$ cat src/rtl/arm_pkg.sv
// Shared encodings for the handshaked multicycle ARM controller: FSM states,
// opcode classes, datapath mux selects and condition codes.
package arm_pkg;

    typedef enum logic [3:0] {
        S_FETCH, S_DECODE, S_MEMADR, S_MEMRD, S_MEMWB, S_MEMWR, S_EXECR,
        S_EXECI, S_ALUWB, S_BRANCH, S_FPUEX, S_FPUWB, S_FAULT
    } state_t;

    localparam logic [1:0] OP_DP  = 2'b00;
    localparam logic [1:0] OP_MEM = 2'b01;
    localparam logic [1:0] OP_BR  = 2'b10;
    localparam logic [1:0] OP_FP  = 2'b11;

    localparam logic [1:0] SRCA_RD1 = 2'b00;
    localparam logic [1:0] SRCA_PC  = 2'b01;
    localparam logic [1:0] SRCA_PC8 = 2'b10;

    localparam logic [1:0] SRCB_RD2  = 2'b00;
    localparam logic [1:0] SRCB_IMM  = 2'b01;
    localparam logic [1:0] SRCB_FOUR = 2'b10;

    localparam logic [1:0] RES_ALUOUT = 2'b00;
    localparam logic [1:0] RES_DATA   = 2'b01;
    localparam logic [1:0] RES_ALURES = 2'b10;

    localparam logic [3:0] COND_EQ = 4'b0000;
    localparam logic [3:0] COND_NE = 4'b0001;
    localparam logic [3:0] COND_CS = 4'b0010;
    localparam logic [3:0] COND_CC = 4'b0011;
    localparam logic [3:0] COND_MI = 4'b0100;
    localparam logic [3:0] COND_PL = 4'b0101;
    localparam logic [3:0] COND_VS = 4'b0110;
    localparam logic [3:0] COND_VC = 4'b0111;
    localparam logic [3:0] COND_HI = 4'b1000;
    localparam logic [3:0] COND_LS = 4'b1001;
    localparam logic [3:0] COND_GE = 4'b1010;
    localparam logic [3:0] COND_LT = 4'b1011;
    localparam logic [3:0] COND_GT = 4'b1100;
    localparam logic [3:0] COND_LE = 4'b1101;
    localparam logic [3:0] COND_AL = 4'b1110;

endpackage

$ cat src/rtl/arm_condcheck.sv
// ARM condition evaluation of Cond against the NZCV register (combinational).
module arm_condcheck
    import arm_pkg::*;
(
    input  logic [3:0] i_cond,
    input  logic [3:0] i_nzcv,
    output logic       o_cond_ex
);

    logic w_n, w_z, w_c, w_v;

    assign {w_n, w_z, w_c, w_v} = i_nzcv;

    always_comb begin
        o_cond_ex = 1'b1;
        case (i_cond)
            COND_EQ: o_cond_ex = w_z;
            COND_NE: o_cond_ex = ~w_z;
            COND_CS: o_cond_ex = w_c;
            COND_CC: o_cond_ex = ~w_c;
            COND_MI: o_cond_ex = w_n;
            COND_PL: o_cond_ex = ~w_n;
            COND_VS: o_cond_ex = w_v;
            COND_VC: o_cond_ex = ~w_v;
            COND_HI: o_cond_ex = w_c & ~w_z;
            COND_LS: o_cond_ex = ~w_c | w_z;
            COND_GE: o_cond_ex = (w_n == w_v);
            COND_LT: o_cond_ex = (w_n != w_v);
            COND_GT: o_cond_ex = ~w_z & (w_n == w_v);
            COND_LE: o_cond_ex = w_z | (w_n != w_v);
            default: o_cond_ex = 1'b1;
        endcase
    end

endmodule

$ cat src/rtl/arm_mc_ctrl_hs.sv
// Multicycle ARM control FSM that stalls on memory/FPU handshakes; a bounded
// wait counter sends hung accesses to a FAULT state left only by reset.
module arm_mc_ctrl_hs
    import arm_pkg::*;
#(
    parameter int WAIT_MAX = 15,
    parameter bit FPU_EN   = 1'b1
) (
    input  logic        i_clk,
    input  logic        i_reset,
    input  logic [27:0] i_instr,
    input  logic [3:0]  i_alu_flags,
    input  logic        i_mem_ready,
    input  logic        i_fpu_done,
    output logic        o_mem_req,
    output logic        o_pc_write,
    output logic        o_mem_write,
    output logic        o_reg_write,
    output logic        o_ir_write,
    output logic        o_fpu_write,
    output logic        o_fpu_start,
    output logic        o_adr_src,
    output logic [1:0]  o_alu_src_a,
    output logic [1:0]  o_alu_src_b,
    output logic [1:0]  o_result_src,
    output logic        o_alu_op,
    output logic        o_fault
);

    localparam int CW = $clog2(WAIT_MAX + 1);
    localparam logic [CW-1:0] W_MAX = CW'(WAIT_MAX);

    state_t          r_state, w_next;
    logic [3:0]      r_nzcv;
    logic [CW-1:0]   r_wait_cnt;
    logic            w_wait, w_cond_ex;
    logic [3:0]      w_cond, w_rd;
    logic [1:0]      w_op;
    logic [5:0]      w_funct;
    logic            w_mem_req, w_pc_write, w_mem_write, w_reg_write;
    logic            w_ir_write, w_fpu_write, w_fpu_start;
    logic            w_unused;

    assign w_cond  = i_instr[27:24];
    assign w_op    = i_instr[23:22];
    assign w_funct = i_instr[21:16];
    assign w_rd    = i_instr[11:8];
    assign w_unused = ^{i_instr[15:12], i_instr[7:0], w_funct[4:1]};

    arm_condcheck u_condcheck (
        .i_cond    (w_cond),
        .i_nzcv    (r_nzcv),
        .o_cond_ex (w_cond_ex)
    );

    always_ff @(posedge i_clk) begin
        if (i_reset) begin
            r_state    <= S_FETCH;
            r_nzcv     <= 4'b0000;
            r_wait_cnt <= '0;
        end else begin
            r_state <= w_next;
            if (r_state == S_ALUWB && w_funct[0])
                r_nzcv <= i_alu_flags;
            if (w_next != r_state)
                r_wait_cnt <= '0;
            else if (w_wait)
                r_wait_cnt <= r_wait_cnt + 1'b1;
        end
    end

    always_comb begin
        w_next       = r_state;
        w_wait       = 1'b0;
        w_mem_req    = 1'b0;
        w_pc_write   = 1'b0;
        w_mem_write  = 1'b0;
        w_reg_write  = 1'b0;
        w_ir_write   = 1'b0;
        w_fpu_write  = 1'b0;
        w_fpu_start  = 1'b0;
        o_adr_src    = 1'b0;
        o_alu_src_a  = SRCA_RD1;
        o_alu_src_b  = SRCB_RD2;
        o_result_src = RES_ALUOUT;
        o_alu_op     = 1'b0;
        o_fault      = 1'b0;
        case (r_state)
            S_FETCH: begin
                w_mem_req    = 1'b1;
                o_alu_src_a  = SRCA_PC;
                o_alu_src_b  = SRCB_FOUR;
                o_result_src = RES_ALURES;
                if (i_mem_ready) begin
                    w_ir_write = 1'b1;
                    w_pc_write = 1'b1;
                    w_next     = S_DECODE;
                end else begin
                    w_wait = 1'b1;
                end
            end
            S_DECODE: begin
                o_alu_src_a = SRCA_PC;
                o_alu_src_b = SRCB_FOUR;
                if (!w_cond_ex)
                    w_next = S_FETCH;
                else begin
                    case (w_op)
                        OP_DP:   w_next = w_funct[5] ? S_EXECI : S_EXECR;
                        OP_MEM:  w_next = S_MEMADR;
                        OP_BR:   w_next = S_BRANCH;
                        default: w_next = FPU_EN ? S_FPUEX : S_FAULT;
                    endcase
                end
            end
            S_MEMADR: begin
                o_alu_src_b = SRCB_IMM;
                w_next      = w_funct[0] ? S_MEMRD : S_MEMWR;
            end
            S_MEMRD: begin
                w_mem_req = 1'b1;
                o_adr_src = 1'b1;
                if (i_mem_ready) w_next = S_MEMWB;
                else             w_wait = 1'b1;
            end
            S_MEMWB: begin
                w_reg_write  = 1'b1;
                o_result_src = RES_DATA;
                w_next       = S_FETCH;
            end
            S_MEMWR: begin
                w_mem_req   = 1'b1;
                w_mem_write = 1'b1;
                o_adr_src   = 1'b1;
                if (i_mem_ready) w_next = S_FETCH;
                else             w_wait = 1'b1;
            end
            S_EXECR: begin
                o_alu_op = 1'b1;
                w_next   = S_ALUWB;
            end
            S_EXECI: begin
                o_alu_op    = 1'b1;
                o_alu_src_b = SRCB_IMM;
                w_next      = S_ALUWB;
            end
            S_ALUWB: begin
                w_reg_write = 1'b1;
                w_pc_write  = (w_rd == 4'd15);
                w_next      = S_FETCH;
            end
            S_BRANCH: begin
                o_alu_src_a  = SRCA_PC8;
                o_alu_src_b  = SRCB_IMM;
                o_result_src = RES_ALURES;
                w_pc_write   = 1'b1;
                w_next       = S_FETCH;
            end
            S_FPUEX: begin
                // counter is cleared on entry, so zero marks the first cycle
                w_fpu_start = (r_wait_cnt == '0);
                if (i_fpu_done) w_next = S_FPUWB;
                else            w_wait = 1'b1;
            end
            S_FPUWB: begin
                w_fpu_write = 1'b1;
                w_next      = S_FETCH;
            end
            default: begin
                o_fault = 1'b1;
                w_next  = S_FAULT;
            end
        endcase
        if (w_wait && r_wait_cnt == W_MAX)
            w_next = S_FAULT;
    end

    // enables are held off for the whole reset so an aborted access cannot write
    assign o_mem_req   = w_mem_req   & ~i_reset;
    assign o_pc_write  = w_pc_write  & ~i_reset;
    assign o_mem_write = w_mem_write & ~i_reset;
    assign o_reg_write = w_reg_write & ~i_reset;
    assign o_ir_write  = w_ir_write  & ~i_reset;
    assign o_fpu_write = w_fpu_write & ~i_reset;
    assign o_fpu_start = w_fpu_start & ~i_reset;

endmodule

$ cat config.mk
export PLATFORM = sky130hd
export DESIGN_NAME = arm_mc_ctrl_hs
export DESIGN_NICKNAME = d
export VERILOG_FILES = /design/src/rtl/arm_pkg.sv /design/src/rtl/arm_condcheck.sv /design/src/rtl/arm_mc_ctrl_hs.sv
export SDC_FILE = /design/constraint.sdc
export NUM_CORES = 1
export LEC_CHECK = 0
export BUFFER_PORTS_ARGS = -buffer_cell sky130_fd_sc_hd__buf_2
export CORE_ASPECT_RATIO = 0.9
export CORE_MARGIN = 2
export CORE_UTILIZATION = 30
export CTS_CLUSTER_SIZE = 40
export DETAILED_ROUTE_END_ITERATION = 16
export GPL_ROUTABILITY_DRIVEN = 0
export MAX_ROUTING_LAYER = met4
export PLACE_DENSITY = 0.53
export SKIP_CTS_REPAIR_TIMING = 1
export SLEW_MARGIN = 25
export SYNTH_ARGS = -nofsm -noshare
export SYNTH_HDL_FRONTEND = slang
export SYNTH_SLANG_ARGS = --single-unit
$ cat constraint.sdc
create_clock -name i_clk -period 2.2 [get_ports i_clk]
set_input_delay 0.44 -clock i_clk [delete_from_list [all_inputs] [get_ports i_clk]]
set_output_delay 0.44 -clock i_clk [all_outputs]
set_load 0.05 [all_outputs]
# Word-level counts from Yosys, hierarchy flattened
# Cells that the tools add are included.
# W data, S select, Z words.
[op_classes] addsub=1 n_eq_ne=31 muxes=28 n_bitwise=16 n_reduce_logical=16
[ops] op="$eq A4 B4 Y1 const B" n=12
[ops] op="$eq A4 B3 Y1 const B" n=8
[ops] op="$pmux W4 S8" n=1
[ops] op="$mux W4" n=6
[ops] op="$eq A4 B2 Y1 const B" n=4
[ops] op="$pmux W1 S14" n=1
[ops] op="$mux W1" n=13
[ops] op="$logic_not A4 Y1" n=3
[ops] op="$pmux W2 S2" n=3
[ops] op="$pmux W4 S3" n=1
[ops] op="$reduce_or A12 Y1" n=1
[ops] op="$reduce_or A2 Y1" n=6
[ops] op="$and A1 B1 Y1" n=9
[ops] op="$eq A4 B1 Y1 const B" n=2
[ops] op="$reduce_or A3 Y1" n=2
[ops] op="$not A1 Y1" n=5
[ops] op="$add A4 B1 Y4 const B" n=1
[ops] op="$ne A4 B4 Y1" n=1
[ops] op="$reduce_or A4 Y1" n=1
[ops] op="$mux W3" n=1
[ops] op="$pmux W1 S3" n=1
[ops] op="$eq A2 B1 Y1 const B" n=1
[ops] op="$eq A2 B2 Y1 const B" n=1
[ops] op="$logic_and A1 B1 Y1" n=2
[ops] op="5 further kinds" n=6
[totals] ff_bits=12 input_bits=36 out_inout_bits=16 wordCells=95

# Logic depth before layout (Yosys ltp)
# Gate-level depths: netlist of the first run.
[depth] depth_word=8 ltp_mapped=7 ltp_nobuf=7

# By module
# Synthesis of the first run repeated with hierarchy kept, for this count alone.
[hier_totals] cells_unflattened=146 area_unflattened_um2=1188.6
[by_module_without_submodules] mod="arm_mc_ctrl_hs" n_inst=1 cells_each=123 area_per_inst_um2=1023.5 seq_area_each_um2=240.2
[by_module_without_submodules] mod="arm_condcheck" n_inst=1 cells_each=23 area_per_inst_um2=165.2 seq_area_each_um2=0.0

# Worst setup path after synthesis of the first run
# No wires, ideal clock.
[synth_path] path_type="register to output" from="register r_state[3]" to="output o_reg_write" arrival_ns=3.367 required_ns=1.760 slack_ns=-1.607 path_stages_with_launch=5 path_buffers=2 cell_sequence="dfxtp_1 clkbuf_1 clkbuf_1 nand2b_1 a2111oi_0"
[synth_via] elab_chain_cells=4 elab_cells_between_ends=5 cone_classes="eq/ne (2); mux (1); bitwise (1); reduce/logical (1)"
[synth_lines] element="start, declared" line_no="arm_mc_ctrl_hs.sv:33" rtl="state_t r_state, w_next;"
[synth_lines] element="start signal, assigned" line_no="arm_mc_ctrl_hs.sv:62" rtl="r_state <= w_next;"
[synth_lines] element="$eq A4 B4 Y1 / $eq A4 B3 Y1 (equally long branches)" line_no="arm_mc_ctrl_hs.sv:88" rtl="case (r_state)"
[synth_lines] element="$reduce_or A2 Y1 (no source line) *"
[synth_lines] element="$mux W1 *" line_no="arm_mc_ctrl_hs.sv:88"
[synth_lines] element="$and A1 B1 Y1 *" line_no="arm_mc_ctrl_hs.sv:182" rtl="assign o_reg_write = w_reg_write & ~i_reset;"
[synth_lines] element="end, declared" line_no="arm_mc_ctrl_hs.sv:18" rtl="output logic o_reg_write,"
# Every way passes the cells marked *; elsewhere a longest branch is shown, timed or not.

# Final worst setup path of the first run
[layout_path] from="register r_state[0]" to="output o_fpu_start"
[layout_via] elab_chain_cells=3
[layout_lines] element="$eq A4 B4 Y1" line_no="arm_mc_ctrl_hs.sv:88"
[layout_lines] element="$mux W1" line_no="arm_mc_ctrl_hs.sv:88"
[layout_lines] element="$and A1 B1 Y1" line_no="arm_mc_ctrl_hs.sv:185" rtl="assign o_fpu_start = w_fpu_start & ~i_reset;"
[layout_lines] element="end, declared" line_no="arm_mc_ctrl_hs.sv:21" rtl="output logic o_fpu_start,"
# No other way between the ends.

==> results of run 1 <==
-- worst max-delay path by stage --
stage	cells past startpoint	to
after global routing	7	o_alu_src_b[0]
after CTS	4	o_fpu_start
after floorplan	4	o_reg_write
after global placement	7	r_state[1]
final	4	o_fpu_start
after detailed placement	7	r_state[1]
-- metal layers --
metal	part of all wire (%)	global-route usage, %
met5	0	-
met4	0.64	3.54
met1	53	22.8
met3	4.7	1.71
met2	42	22.6
-- cell type report --
type / instances / share of cell area (%)
Clock buffer: 4 / 3.42
Sequential cell: 12 / 15.1
Inverter: 7 / 1.63
Multi-Input combinational cell: 132 / 59.1
Tap cell: 48 / 3.74
Timing Repair Buffer: 47 / 17.0
-- report_power, final --
part           total [W]  internal, W  switching (W)
Sequential      0.000235     0.000225      0.0000102
Clock           0.000229     0.000157      0.0000718
Combinational   0.000254    0.0000956       0.000159
Total           0.000718     0.000478       0.000241
-- cells in the mapped netlist (all sizes together), types with 2 or more instances --
library cell  instances
a2111oi               2
a211oi                2
a21o                  2
a21oi                14
a31oi                 3
and2                  3
and3                  2
buf                   4
clkbuf                9
dfxtp                12
ha                    2
inv                   7
mux2i                 5
nand2                12
nand2b                9
nand4                 5
nor2                 17
nor2b                 4
nor3                  6
nor3b                 2
nor4                  4
nor4b                 2
o21ai                 5
o22ai                 2
or3                   2
xnor2                 6
xor2                  2
-- per-stage QoR --
step | worst slack, ps | setup TNS [ps] | util [%] | hold WS, ps | instance area [sq um]
after global routing | 12.7 | 0 | 40.3 | 459 | 1610
after global placement | 173 | 0 | 38.7 | 543 | 1540
after CTS | -26.0 | -35.7 | 40.0 | 445 | 1600
after floorplan | -274 | -1450 | - | 492 | 1270
final | 136 | 0 | 40.3 | 440 | 1610
after detailed placement | 166 | 0 | 38.7 | 559 | 1540
-- sequential cells by signal, indices dropped and copies added (netlist names) --
register and flops:
r_state 4, r_wait_cnt 4, r_nzcv 4
-- logic make-up after synthesis --
group / synth area share [%]
simple gates: 32.5
compound gates: 28.4
buf+inv: 6.73
flops: 19.6
xor+xnor: 5.71
mux: 5.00
fa+ha+maj: 2.04
-- worst reg2reg max path, stage by stage, from the launching register on --
cell	delay, ps
dfxtp_1	450
xor2_1	200
o221ai_1	160
o311ai_2	340
a31oi_4	180
a32oi_2	280
a21oi_1	100
==> results.json, run 1 <==
{
  "core_area_sq_um": 3990,
  "grt.total_usage_pct": 15.5,
  "multi_input_area_sq_um": 951,
  "die_w_um": 71.4,
  "num_rows": 22,
  "ys_async_sr_fraction_pct": 0,
  "drtIter0Drc": 97,
  "final_cells": 250,
  "port_buffers": 35,
  "status": "completed",
  "synth_area_leaders": "dfxtp_1 20%, a21oi_1 5.7%, nor2_1 5.2%",
  "grt-ovfl-total": 0,
  "clock.fmax_mhz": 484,
  "hold_depth": 3,
  "die_h_um": 64.7,
  "syn_to_final_growth_pct": 31.1,
  "drv_cap": 0,
  "final.fill_count": 424,
  "clock_skew_ps": 1.45,
  "drive_above_1_share_pct": 35.1,
  "final_common_cell": "buf_2",
  "cp_top_family": "simple AND/OR/NAND/NOR gates",
  "hold_start": "i_alu_flags[3]",
  "r2r_start": "r_nzcv[3]",
  "relSlewSlack_pct": 68.7,
  "drcViolationCount": 0,
  "drv_slew": 0,
  "ys_seq_area_share_pct": 19.6,
  "finalPower_w": 0.000718,
  "ios": 52,
  "h-tree-depth": 1,
  "layout_min_cycle_time_ps": 2060,
  "critical_path.n_buffers_inverters": 1,
  "dpl.hpwl_um": 2650,
  "hold-path-endpoint": "r_nzcv[3]",
  "firstDrtPassIters": 4,
  "synth-main-ff-cell": "dfxtp_1",
  "clockBufferDepth": 2,
  "crit_type": "reg2out",
  "rr_endpoint": "r_wait_cnt[1]",
  "regArea_sq_um": 243,
  "grt_antenna_before_repair": 0,
  "cp-end-kind": "output port",
  "wl_per_cell_um": 13.1,
  "r2r_cells": 6,
  "timing.critical_path.from": "r_state[0]",
  "cts_tree": "built",
  "power_density_nw_per_um2": 447,
  "start_kind": "register",
  "finalCritPeriodShare_pct": 93.8,
  "synth_area_per_cell_sq_um": 7.48,
  "cts-buffers-inserted": 3,
  "grt_pass1_vias": 1221,
  "rsz0062_at_grt": "false",
  "synth_area_leader_cell": "dfxtp_1",
  "hold_path.class": "in2reg",
  "grt_max_degree": 17,
  "worst_path_largest_cell_delay_ps": 500,
  "clk_pin_slew_ps": 50,
  "final_antenna_net_count": 0,
  "dpl.cell_count": 246,
  "yosysWarnings": 0,
  "p_leak_nw": 0.685,
  "wl_um": 3260,
  "syn_area_sq_um": 1230,
  "die_area_sq_um": 4620,
  "grt_pass1_wl_um": 5730,
  "synth_nets": 202,
  "tightest_slew_ps": 464,
  "ys_types": 52,
  "num_antenna_cells": 0,
  "clk_latency_ps": 230,
  "layout_common_cells": "32 x buf_2, 17 x nor2_1, 14 x a21oi_1, 13 x buf_4, 12 x nand2_1",
  "cp_max_fo": 8,
  "crit_chain": "nand2b_1 -> or3b_2 -> nor4_4 -> buf_4",
  "synth_top_area_share_pct": 19.6,
  "crit_slowest_cell": "or3b_2",
  "ir_drop_mv": 0.172,
  "setup_viol": 0,
  "syn_inst": 164,
  "cts_root_buf": "clkbuf_8",
  "critPathArrivalTime_ps": 1620,
  "nets": 241,
  "viasPerCell": 5.17,
  "ys_ff_latch": 12,
  "finalHoldViolCount": 0,
  "cts_num_sinks": 12,
  "r2r_slack_ps": 360,
  "crit_required_ps": 1760,
  "synth_edf_count": 0,
  "vias": 1292,
  "initial_core_util_pct": 30.7
}
Power figures use the tool's default switching activity.
==> run 2: changes to the inputs <==
==> constraint.sdc (replaced) <==
create_clock -name i_clk -period 2.6 [get_ports i_clk]
set_input_delay 0.52 -clock i_clk [delete_from_list [all_inputs] [get_ports i_clk]]
set_output_delay 0.52 -clock i_clk [all_outputs]
set_load 0.05 [all_outputs]
==> run 2 against run 1 <==
Utilization is 2.2 points lower; worst setup slack better by 86 ps; non-clock buffer count is 7 lower; clock skew is 0.74 ps lower; final cell count is 3.2% lower; first-iteration DRC count is 39% lower; clock power is 31% lower; wire length is 4.5% lower; combinational power is 20% lower; sequential cell count stayed put; power is 22% lower; global-route usage is 0.92 points lower.
==> results.json, run 2 (synthesis results as in run 1) <==
{
  "status": "completed",
  "clockBufferDepth": 2,
  "drive_above_1_share_pct": 30.9,
  "tightest_slew_ps": 447,
  "layout_min_cycle_time_ps": 2380,
  "clock.fmax_mhz": 421,
  "core_area_sq_um": 3990,
  "final.fill_count": 437,
  "cp_max_fo": 10,
  "critical_path.n_buffers_inverters": 1,
  "crit_type": "reg2out",
  "grt_antenna_before_repair": 0,
  "dpl.hpwl_um": 2500,
  "cts-buffers-inserted": 3,
  "wl_per_cell_um": 12.9,
  "grt_pass1_vias": 1182,
  "die_area_sq_um": 4620,
  "die_w_um": 71.4,
  "grt-ovfl-total": 0,
  "cp-end-kind": "output port",
  "firstDrtPassIters": 4,
  "p_leak_nw": 0.643,
  "critPathArrivalTime_ps": 1860,
  "nets": 234,
  "grt_pass1_wl_um": 5380,
  "wl_um": 3120,
  "start_kind": "register",
  "crit_chain": "nand2b_1 -> or3b_2 -> nor4_2 -> buf_2",
  "syn_to_final_growth_pct": 24.0,
  "final.setup.tns_ps": 0,
  "num_antenna_cells": 0,
  "final_cells": 242,
  "power_density_nw_per_um2": 369,
  "top_regs": "r_nzcv x4, r_state x4, r_wait_cnt x4",
  "final_common_cell": "buf_2",
  "die_h_um": 64.7,
  "vias": 1259,
  "num_rows": 22,
  "cts_tree": "built",
  "rsz0062_at_grt": "false",
  "initial_core_util_pct": 30.7,
  "viasPerCell": 5.20,
  "hold_path.class": "in2reg",
  "worst_path_largest_cell_delay_ps": 500,
  "finalHoldViolCount": 0,
  "drv_cap": 0,
  "crit_slowest_cell": "or3b_2",
  "h-tree-depth": 1,
  "clk_pin_slew_ps": 50,
  "drtIter0Drc": 59,
  "grt.total_usage_pct": 14.6,
  "ios": 52,
  "cts_root_buf": "clkbuf_8",
  "relSlewSlack_pct": 69.8,
  "setup_viol": 0,
  "port_buffers": 35,
  "clk_latency_ps": 230,
  "clock_skew_ps": 0.704,
  "drv_slew": 0,
  "crit_required_ps": 2080,
  "ir_drop_mv": 0.136,
  "cts_num_sinks": 12,
  "grt_max_degree": 21,
  "dpl.cell_count": 239,
  "final_antenna_net_count": 0,
  "layout_common_cells": "35 x buf_2, 17 x nor2_1, 14 x a21oi_1, 12 x nand2_1, 12 x dfxtp_1",
  "cp_top_family": "simple AND/OR/NAND/NOR gates",
  "drcViolationCount": 0,
  "finalCritPeriodShare_pct": 91.5
}
run 2: cell count changes in the layout (fill, tap and decap cells not counted):
cell / previous run / this run
dfxtp_2: 2 / 0
nor2b_2: 1 / 0
clkbuf_4: 2 / 0
nor2b_1: 3 / 4
dfxtp_1: 10 / 12
nor4_4: 1 / 0
buf_4: 13 / 5
nor4_2: 3 / 4
buf_2: 32 / 35
clkbuf_8: 4 / 3
run 2: layout make-up:
class                           count  area (sq um)  share of cell area [%]
Sequential cell                    12           240                    15.8
Inverter                            7          26.3                    1.73
Tap cell                           48          60.1                    3.95
Multi-Input combinational cell    132           940                    61.8
Timing Repair Buffer               40           213                    14.0
Clock buffer                        3          41.3                    2.72
run 2: stage by stage:
stage	hold WS [ps]	setup WS, ps	utilization [%]	cell area, sq um	power [W]
6_report	516	222	38.1	1520	0.000561
3_5_place_dp	544	466	37.1	1480	0.000407
3_3_place_gp	533	452	37.1	1480	0.000408
4_1_cts	514	209	38.1	1520	0.000570
5_1_grt	555	118	38.1	1520	0.000590
2_1_floorplan	492	45.9	-	1260	0.000354
run 2: path summary, 6_finish.rpt:
| check | cells after the start | slack [ps] | from | end |
|---|---|---|---|---|
| max reg2reg | 5 | 550 | r_state[2] | r_wait_cnt[0] |
| max | 4 | 220 | r_state[0] | o_fpu_start |
| min reg2reg | 2 | 550 | r_nzcv[1] | r_nzcv[1] |
| min | 3 | 520 | i_alu_flags[0] | r_nzcv[0] |
run 2: tightest hold or removal path, delay by kind of cell:
kind          cells  cell delay (ps)
simple gates      1               70
buf+inv           1               70
mux               1               50
run 2: power by group:
part	leakage (nW)	switching (W)	total, W	internal (W)
Combinational	0.524	0.000129	0.000203	0.0000741
Sequential	0.0971	0.0000101	0.000200	0.000190
Clock	0.0216	0.0000565	0.000158	0.000101
Total	0.643	0.000195	0.000561	0.000365
run 2: metal layers:
metal / global-route usage [%] / share of wire, %
met1: 20.7 / 52
met2: 21.6 / 42
met3: 1.71 / 4.7
met4: 4.25 / 0.42
met5: - / 0
==> run 3: changes to the inputs <==
--- a/config.mk
+++ b/config.mk
@@ -6,14 +6,18 @@
 export NUM_CORES = 1
 export LEC_CHECK = 0
 export BUFFER_PORTS_ARGS = -buffer_cell sky130_fd_sc_hd__buf_2
+export CELL_PAD_IN_SITES_DETAIL_PLACEMENT = 0
+export CELL_PAD_IN_SITES_GLOBAL_PLACEMENT = 2
 export CORE_ASPECT_RATIO = 0.9
 export CORE_MARGIN = 2
-export CORE_UTILIZATION = 30
+export CORE_UTILIZATION = 27
 export CTS_CLUSTER_SIZE = 40
 export DETAILED_ROUTE_END_ITERATION = 16
 export GPL_ROUTABILITY_DRIVEN = 0
+export GPL_TIMING_DRIVEN = 0
 export MAX_ROUTING_LAYER = met4
-export PLACE_DENSITY = 0.53
+export PLACE_DENSITY = 0.83
+export REMOVE_ABC_BUFFERS = 1
 export SKIP_CTS_REPAIR_TIMING = 1
 export SLEW_MARGIN = 25
 export SYNTH_ARGS = -nofsm -noshare
==> run 3 against run 2 <==
Critical path depth down 1; final cell count up 4.1%; clock-buffer cell count up 1; worst setup slack worse by 15 ps; utilization down 4.1 points; via count up 1.3%; maximum frequency down 0.61%; worst hold slack worse by 6.4 ps; sequential power up 6%; non-clock buffer count down 5; sequential cell count unchanged; critical endpoint is now o_reg_write.
==> results.json, run 3 (synthesis results as in run 1) <==
{
  "status": "completed",
  "layout_min_cycle_time_ps": 2390,
  "grt_pass1_vias": 1106,
  "syn_to_final_growth_pct": 22.0,
  "crit_required_ps": 2080,
  "p_sw_w": 0.000204,
  "start_kind": "register",
  "power_density_nw_per_um2": 398,
  "relSlewSlack_pct": 72.4,
  "cp_max_fo": 21,
  "cts_num_sinks": 12,
  "clock_skew_ps": 3.06,
  "die_area_sq_um": 5100,
  "wl_um": 3230,
  "grt.total_usage_pct": 13.4,
  "h-tree-depth": 1,
  "die_w_um": 75.0,
  "power_frac_seq_pct": 35.5,
  "vias": 1275,
  "tightest_slew_ps": 409,
  "finalPower_w": 0.000596,
  "drtIter0Drc": 86,
  "viasPerCell": 5.06,
  "drv_slew": 0,
  "drcViolationCount": 0,
  "firstDrtPassIters": 4,
  "multi_input_area_sq_um": 912,
  "dpl.hpwl_um": 2350,
  "setup_viol": 0,
  "grt_pass1_wl_um": 5200,
  "clock.fmax_mhz": 418,
  "critical_path.n_buffers_inverters": 1,
  "cts_root_buf": "clkbuf_8",
  "clk_pin_slew_ps": 50,
  "wl_per_cell_um": 12.8,
  "cp-end-kind": "output port",
  "grt-ovfl-total": 0,
  "core_area_sq_um": 4400,
  "crit_type": "reg2out",
  "p_comb_share_pct": 30.5,
  "ios": 52,
  "hold_path.class": "in2reg",
  "clockBufferDepth": 2,
  "internal-power_w": 0.000391,
  "final.fill_count": 503,
  "rsz0062_at_grt": "false",
  "critPathArrivalTime_ps": 1870,
  "initial_core_util_pct": 27.8,
  "top_regs": "r_nzcv x4, r_state x4, r_wait_cnt x4",
  "clk_latency_ps": 240,
  "ir_drop_mv": 0.276,
  "final_antenna_net_count": 0,
  "clkPwrFrac_pct": 34.0,
  "worst_path_largest_cell_delay_ps": 570,
  "cts-buffers-inserted": 3,
  "port_buffers": 35,
  "drv_cap": 0,
  "p_leak_nw": 0.621,
  "nets": 229,
  "layout_common_cells": "34 x buf_2, 17 x nor2_1, 14 x a21oi_1, 12 x nand2_1",
  "final_util_pct": 34.0,
  "crit_chain": "nand2b_1 -> a2111oi_0 -> buf_2",
  "num_antenna_cells": 0,
  "cp_top_family": "flip-flops",
  "power_switching_share_pct": 34.3,
  "drive_above_1_share_pct": 29.5,
  "grt_antenna_before_repair": 0,
  "die_h_um": 67.9,
  "cts_tree": "built",
  "crit_slowest_cell": "dfxtp_2",
  "grt_max_degree": 26,
  "finalHoldViolCount": 0,
  "num_rows": 23,
  "regArea_sq_um": 248,
  "finalCritPeriodShare_pct": 92.0,
  "final_common_cell": "buf_2"
}
==> run 3: changes by cell type in the layout (fill, tap and decap cells not counted), sizes merged <==
cell	previous run	this run
buf	40	35
clkbuf	3	4
==> run 3: per-layer routing <==
metal / share of wire (%) / vias up / routed length (um) / global-route usage (%)
met1: 53 / 586 / 1700 / 18.8
met4: 0.31 / 0 / 10 / 4.69
met2: 42 / 32 / 1370 / 19.5
met5: 0 / - / 0 / -
li1: - / 655 / - / -
met3: 4.8 / 2 / 156 / 1.77
==> run 3: power by group through the flow <==
stage | combinational, W | clock, W | sequential [W]
after floorplan | 0.000130 | 0 | 0.000209
after global placement | 0.000181 | 0 | 0.000215
after detailed placement | 0.000182 | 0 | 0.000216
after CTS | 0.000182 | 0.000211 | 0.000212
after global routing | 0.000198 | 0.000217 | 0.000214
final | 0.000182 | 0.000202 | 0.000212
==> run 3: worst register-to-register path, cell delays in order (launching register included) <==
cell and delay, ps:
dfxtp_2 570, nand2b_1 300, o41ai_1 520, a21oi_1 150
a32oi_2 300, a21oi_1 100
==> run 3: stage by stage <==
| step | setup TNS [ps] | hold slack (ps) | instances | instance area (sq um) | setup WS (ps) |
|---|---|---|---|---|---|
| floorplan | -2660 | 492 | 151 | 1170 | -1270 |
| global placement | -97.0 | 537 | 248 | 1420 | -97.0 |
| detailed placement | -99.9 | 553 | 248 | 1420 | -99.9 |
| CTS | -528 | 503 | 252 | 1480 | -373 |
| global route | 0 | 523 | 252 | 1500 | 3.57 |
| finish | 0 | 510 | 252 | 1500 | 207 |
==> run 3: cell type report <==
class | instances | share of cell area (%)
Clock buffer | 4 | 3.68
Timing Repair Buffer | 35 | 11.9
Inverter | 7 | 1.76
Tap cell | 62 | 5.18
Multi-Input combinational cell | 132 | 61.0
Sequential cell | 12 | 16.6
==> run 3: path summary, 6_finish.rpt <==
check                                     from             to  slack (ps)  depth (start not counted)
worst max-delay path                r_state[3]    o_reg_write         210                          3
worst min register to register       r_nzcv[1]      r_nzcv[1]         560                          2
worst min-delay path            i_alu_flags[2]      r_nzcv[2]         510                          3
worst max register to register      r_state[3]  r_wait_cnt[3]         520                          5
